File: src/rtl/binary_to_bcd.sv
// Sequential binary-to-BCD converter using the shift-and-add-3 (double dabble) method.
// One operand bit per cycle; results are held in output registers until the next conversion completes.
module binary_to_bcd #(
    parameter int BIN_W = 14
) (
    input  logic             clk,
    input  logic             reset,
    input  logic             start,
    input  logic [BIN_W-1:0] bin,
    output logic             ready,
    output logic             done_tick,
    output logic [3:0]       bcd3,
    output logic [3:0]       bcd2,
    output logic [3:0]       bcd1,
    output logic [3:0]       bcd0,
    output logic             overflow
);

    localparam int CNT_W = $clog2(BIN_W + 1);

    typedef enum logic [1:0] {
        IDLE = 2'b00,
        OP   = 2'b01,
        DONE = 2'b10
    } state_t;

    state_t           state, state_next;
    logic [CNT_W-1:0] cnt, cnt_next;
    logic [BIN_W-1:0] opnd, opnd_next;
    logic [15:0]      work, work_next, work_adj;
    logic             ovf_cap, ovf_cap_next;
    logic             load_out;

    // Digit correction: each nibble is adjusted independently, carries never cross digits.
    always_comb begin
        work_adj = work;
        for (int i = 0; i < 4; i++) begin
            if (work[4*i +: 4] >= 4'd5)
                work_adj[4*i +: 4] = work[4*i +: 4] + 4'd3;
        end
    end

    always_comb begin
        state_next   = state;
        cnt_next     = cnt;
        opnd_next    = opnd;
        work_next    = work;
        ovf_cap_next = ovf_cap;
        load_out     = 1'b0;
        ready        = 1'b0;
        done_tick    = 1'b0;

        case (state)
            IDLE: begin
                ready = 1'b1;
                if (start) begin
                    opnd_next    = bin;
                    work_next    = 16'd0;
                    cnt_next     = CNT_W'(BIN_W);
                    ovf_cap_next = (32'(bin) > 32'd9999);
                    state_next   = OP;
                end
            end
            OP: begin
                // The ten-thousands bit falls off the top of digit3, leaving bin mod 10000.
                work_next = {work_adj[14:0], opnd[BIN_W-1]};
                opnd_next = {opnd[BIN_W-2:0], 1'b0};
                cnt_next  = cnt - CNT_W'(1);
                if (cnt <= CNT_W'(1)) begin
                    state_next = DONE;
                    load_out   = 1'b1;
                end
            end
            DONE: begin
                done_tick  = 1'b1;
                state_next = IDLE;
            end
            default: state_next = IDLE;
        endcase
    end

    always_ff @(posedge clk) begin
        if (reset) begin
            state   <= IDLE;
            cnt     <= '0;
            opnd    <= '0;
            work    <= '0;
            ovf_cap <= 1'b0;
        end else begin
            state   <= state_next;
            cnt     <= cnt_next;
            opnd    <= opnd_next;
            work    <= work_next;
            ovf_cap <= ovf_cap_next;
        end
    end

    // Result registers only move when the final shift lands, so they stay stable between conversions.
    always_ff @(posedge clk) begin
        if (reset) begin
            bcd3     <= 4'd0;
            bcd2     <= 4'd0;
            bcd1     <= 4'd0;
            bcd0     <= 4'd0;
            overflow <= 1'b0;
        end else if (load_out) begin
            bcd3     <= work_next[15:12];
            bcd2     <= work_next[11:8];
            bcd1     <= work_next[7:4];
            bcd0     <= work_next[3:0];
            overflow <= ovf_cap;
        end
    end

endmodule

File: config.mk
export PLATFORM = sky130hd
export DESIGN_NAME = binary_to_bcd
export DESIGN_NICKNAME = d
export VERILOG_FILES = /design/src/rtl/binary_to_bcd.sv
export SDC_FILE = /design/constraint.sdc
export NUM_CORES = 1
export LEC_CHECK = 0
export ABC_AREA = 1
export CORE_UTILIZATION = 35
export CTS_CLUSTER_DIAMETER = 100
export CTS_CLUSTER_SIZE = 24
export DETAILED_ROUTE_END_ITERATION = 8
export DONT_BUFFER_PORTS = 1
export GPL_TIMING_DRIVEN = 0
export SLEW_MARGIN = 30
export SYNTH_ARGS = -nofsm -noshare
export SYNTH_HDL_FRONTEND = slang
export SYNTH_SLANG_ARGS = --single-unit
File: constraint.sdc
create_clock -name clk -period 1.55 [get_ports clk]
set_input_delay 0.31 -clock clk [delete_from_list [all_inputs] [get_ports clk]]
set_output_delay 0.31 -clock clk [all_outputs]
set_load 0.005 [all_outputs]
==> key figures <==
Clock network
  – Bufs on Longest Clock Path: 2
  – Root buf cell: clkbuf_8
  – CTS tree: yes
  – Clock transition at the registers of the reported paths: 0.10 ns
  – CTS sink count: 54
  – CTS Buf Count: 5
  – Worst-Skew Late Latency: 0.31 ns
  – CTS H-tree depth: 2

Routing
  – First-pass DRT Iterations: 4
  – Number of nets still failing antenna checks after routing: 0
  – DRC: 0
  – Vias: 2343
  – Wire per inst: 13.3 microns
  – Via density: 4.96
  – DRT Wirelength: 6.30 mm
  – DR iter-0 viols: 125

Timing
  – Final hold vios: 0
  – Worst Skew: 0.0125 ns
  – Hold slack: 0.141 ns
  – Setup violators final: 0
  – Tightest Pin Transition: 0.635 ns
  – Tmin final: 1.45 ns
  – Final worst-path setup slack: 0.104 ns
  – Worst slew margin: 57.7%
  – RSZ-0062 raised after global routing: yes
  – Peak Freq: 692 MHz
  – Pins Over Slew Limit: 0
  – Tcrit/Tclk final: 93.3%

Setup path
  – WP data required: 1.77 ns
  – Worst EP arrival: 1.67 ns
  – Max incr delay on CP: 0.38 ns
  – Cell Chain, Critical Path: inv_1 -> ha_4 -> nor2_4 -> nor3_4 -> buf_6 -> buf_12 -> nor2_1 -> nor2_1 -> nand2_1 -> inv_1
  – Crit-path max FO: 5
  – Cells on worst reg2reg path: 10
  – Crit start category: flop
  – Levels on crit path: 10
  – Setup CP Type: reg2reg
  – Crit-path leading delay family: simple AND/OR/NAND/NOR gates
  – CP Capture Type: flop
  – WP buf/inv: 4
  – CP max stage cell: dfxtp_2

Global route
  – Total global routing overflow: 0
  – Initial antenna violation count: 0
  – Vias in the first global route: 2212
  – First-pass GRT wire length: 10.2 mm
  – Total Routing Usage GR: 17.3%
  – Largest net degree at the start of global routing: 17

Synth
  – Ys async rst share: 0%
  – Mean Syn Cell Area: 6.98 sq um
  – Syn_nets: 393
  – Synthesized area: 2560 sq um
  – Post-synthesis sequential area ratio: 42.3%
  – Synth Register Bits: 54
  – Ys flop type: dfxtp_1
  – Synth unique cells: 24
  – Synthesis warning total: 0
  – Post-Synthesis Cells: 366
  – Post-synth EDFFs: 0

Floorplanning
  – Core Box Area: 6910 sq um
  – Starting Density: 37.0%
  – Die width: 87.5 microns
  – I/O pins: 36
  – Std-Cell Rows: 30
  – Die Area: 7650 sq um
  – Die Height: 87.5 microns

Place
  – Gp weighted congestion: 0.814
  – Buffers on Ports: 0
  – Placement Cell Area: 2680 sq um
  – Dpl ws: -0.0401 ns
  – DP HPWL: 4.38 mm

Pwr
  – Pint: 2.40 mW
  – Logic gate share of total power: 16.7%
  – Sequential Power Share: 48.1%
  – Leakage: 1.26 nW
  – Net switching power: 906 uW
  – Sw Share: 27.4%
  – PwrDens: 1140 nW/um^2
  – VDD IR max: 0.417 mV
  – Clock group share of total power: 35.2%

Hold path
  – Hold WC Path Type: in2reg
  – Cells on Worst Hold Path: 2

Final layout
  – NumNets Final: 402
  – Post-route cell area: 2910 sq um
  – Layout cells sized above 1: 9.04%
  – Diode count: 0
  – Area growth syn-to-layout: 13.8%
  – FILL cells: 740

Job
  – Max-cap violations: 0

Run status
  – Status: complete, no violations
through the flow:
stage          utilization, %  TNS [ns]  std cells  power [mW]
2_1_floorplan               -         0        366        1.97
3_3_place_gp             38.8   -0.0191        462        2.10
3_5_place_dp             38.8    -0.207        462        2.11
4_1_cts                  41.0         0        470        3.27
5_1_grt                  42.1   -0.0109        472        3.45
6_report                 42.1         0        472        3.30
synth_stat cells, types with 2 or more instances:
cell type  instances  share of area [%]
dfxtp_1           54                 42
nand3_1           31                6.1
buf_4              2               0.59
o22ai_1            2               0.49
nand2_2            2               0.49
buf_2              8                1.6
a31oi_1           14                3.4
nand2_1           88                 13
and2_1             2               0.49
a21oi_1           23                4.5
clkbuf_1           6               0.88
nor3_1             3               0.59
nand4_1           12                2.9
nor2_1            44                6.5
ha_1              10                4.9
o21ai_0           21                4.1
inv_1             37                5.4
flip-flops by register name (all words and copies together) (netlist names):
register,flops
bcd3,4
bcd2,4
opnd,14
bcd1,4
work,16
bcd0,4
ovf_cap,1
state,2
cnt,4
overflow,1
area by class of cell:
class	count	area, sq um	area share (%)
multi-input combinational	257	1290	44.4
sequential	54	1090	37.3
inverter	38	143	4.90
tap	96	120	4.13
buffer	17	100	3.44
clock buffer	6	82.6	2.84
clock inverter	2	60.1	2.06
timing repair buffer	2	25.0	0.860
worst reg2reg max path, cell delays in order (launching register included):
cell and delay [ns]:
dfxtp_2 0.38, inv_1 0.08, ha_4 0.17, nor2_4 0.16, nor3_4 0.07, buf_6 0.14
buf_12 0.12, nor2_1 0.08, nor2_1 0.04, nand2_1 0.09, inv_1 0.04
cell families (layout without fill, tap and decap cells):
group                      Yosys count  count (layout)  synth area share [%]
and+or+nand+nor                    183             183                  30.3
AOI/OAI and AO/OA                   63              63                  13.4
buffers and inverters               55              65                  8.76
DFF                                 54              54                  42.3
adders and majority gates           10              10                  4.89
xor gates and xnor gates             1               1                 0.343
final timing paths:
| path | end | startpoint | slack [ns] |
|---|---|---|---|
| worst min register to register | opnd[0] | opnd[0] | 0.47 |
| worst max-delay path | bcd1[0] | cnt[0] | 0.10 |
| worst min-delay path | opnd[0] | bin[0] | 0.14 |
| worst max register to register | bcd1[0] | cnt[0] | 0.10 |
power groups by stage:
| stage | Sequential (mW) | Clock (mW) | Combinational [mW] |
|---|---|---|---|
| floorplan | 1.60 | 0 | 0.371 |
| global placement | 1.61 | 0 | 0.484 |
| detailed placement | 1.62 | 0 | 0.492 |
| CTS | 1.59 | 1.18 | 0.505 |
| global route | 1.60 | 1.23 | 0.622 |
| finish | 1.59 | 1.16 | 0.551 |
layer usage:
metal,GRT usage (%),vias to the layer above,share of wire [%]
li1,-,1216,-
met1,22.2,1084,47
met4,3.58,0,0.78
met5,0,-,0
met2,29.3,38,47
met3,4.36,5,5.4
cells in the final DEF, fill, tap and decap left out, drive strengths merged:
cell type,instances
inv,38
bufinv,2
buf,11
and2,2
dfxtp,54
o21bai,1
o22ai,2
nand2,90
nand4,12
a21oi,23
clkbuf,14
xor2,1
nand3,31
ha,10
nor3,4
nor2,44
a221oi,1
a31oi,14
o21ai,22
timing repair:
| action | 4_1_cts | 5_1_grt |
|---|---|---|
| hold buffers | 0 | 0 |
| buffers inserted | 0 | 1 |
| gates cloned | 0 | 1 |
| gates resized for setup | 4 | 16 |
| endpoints found under the setup margin | 10 | 30 |
| pin swaps | 0 | 1 |
Note: power is estimated with default switching activity, not from simulation.
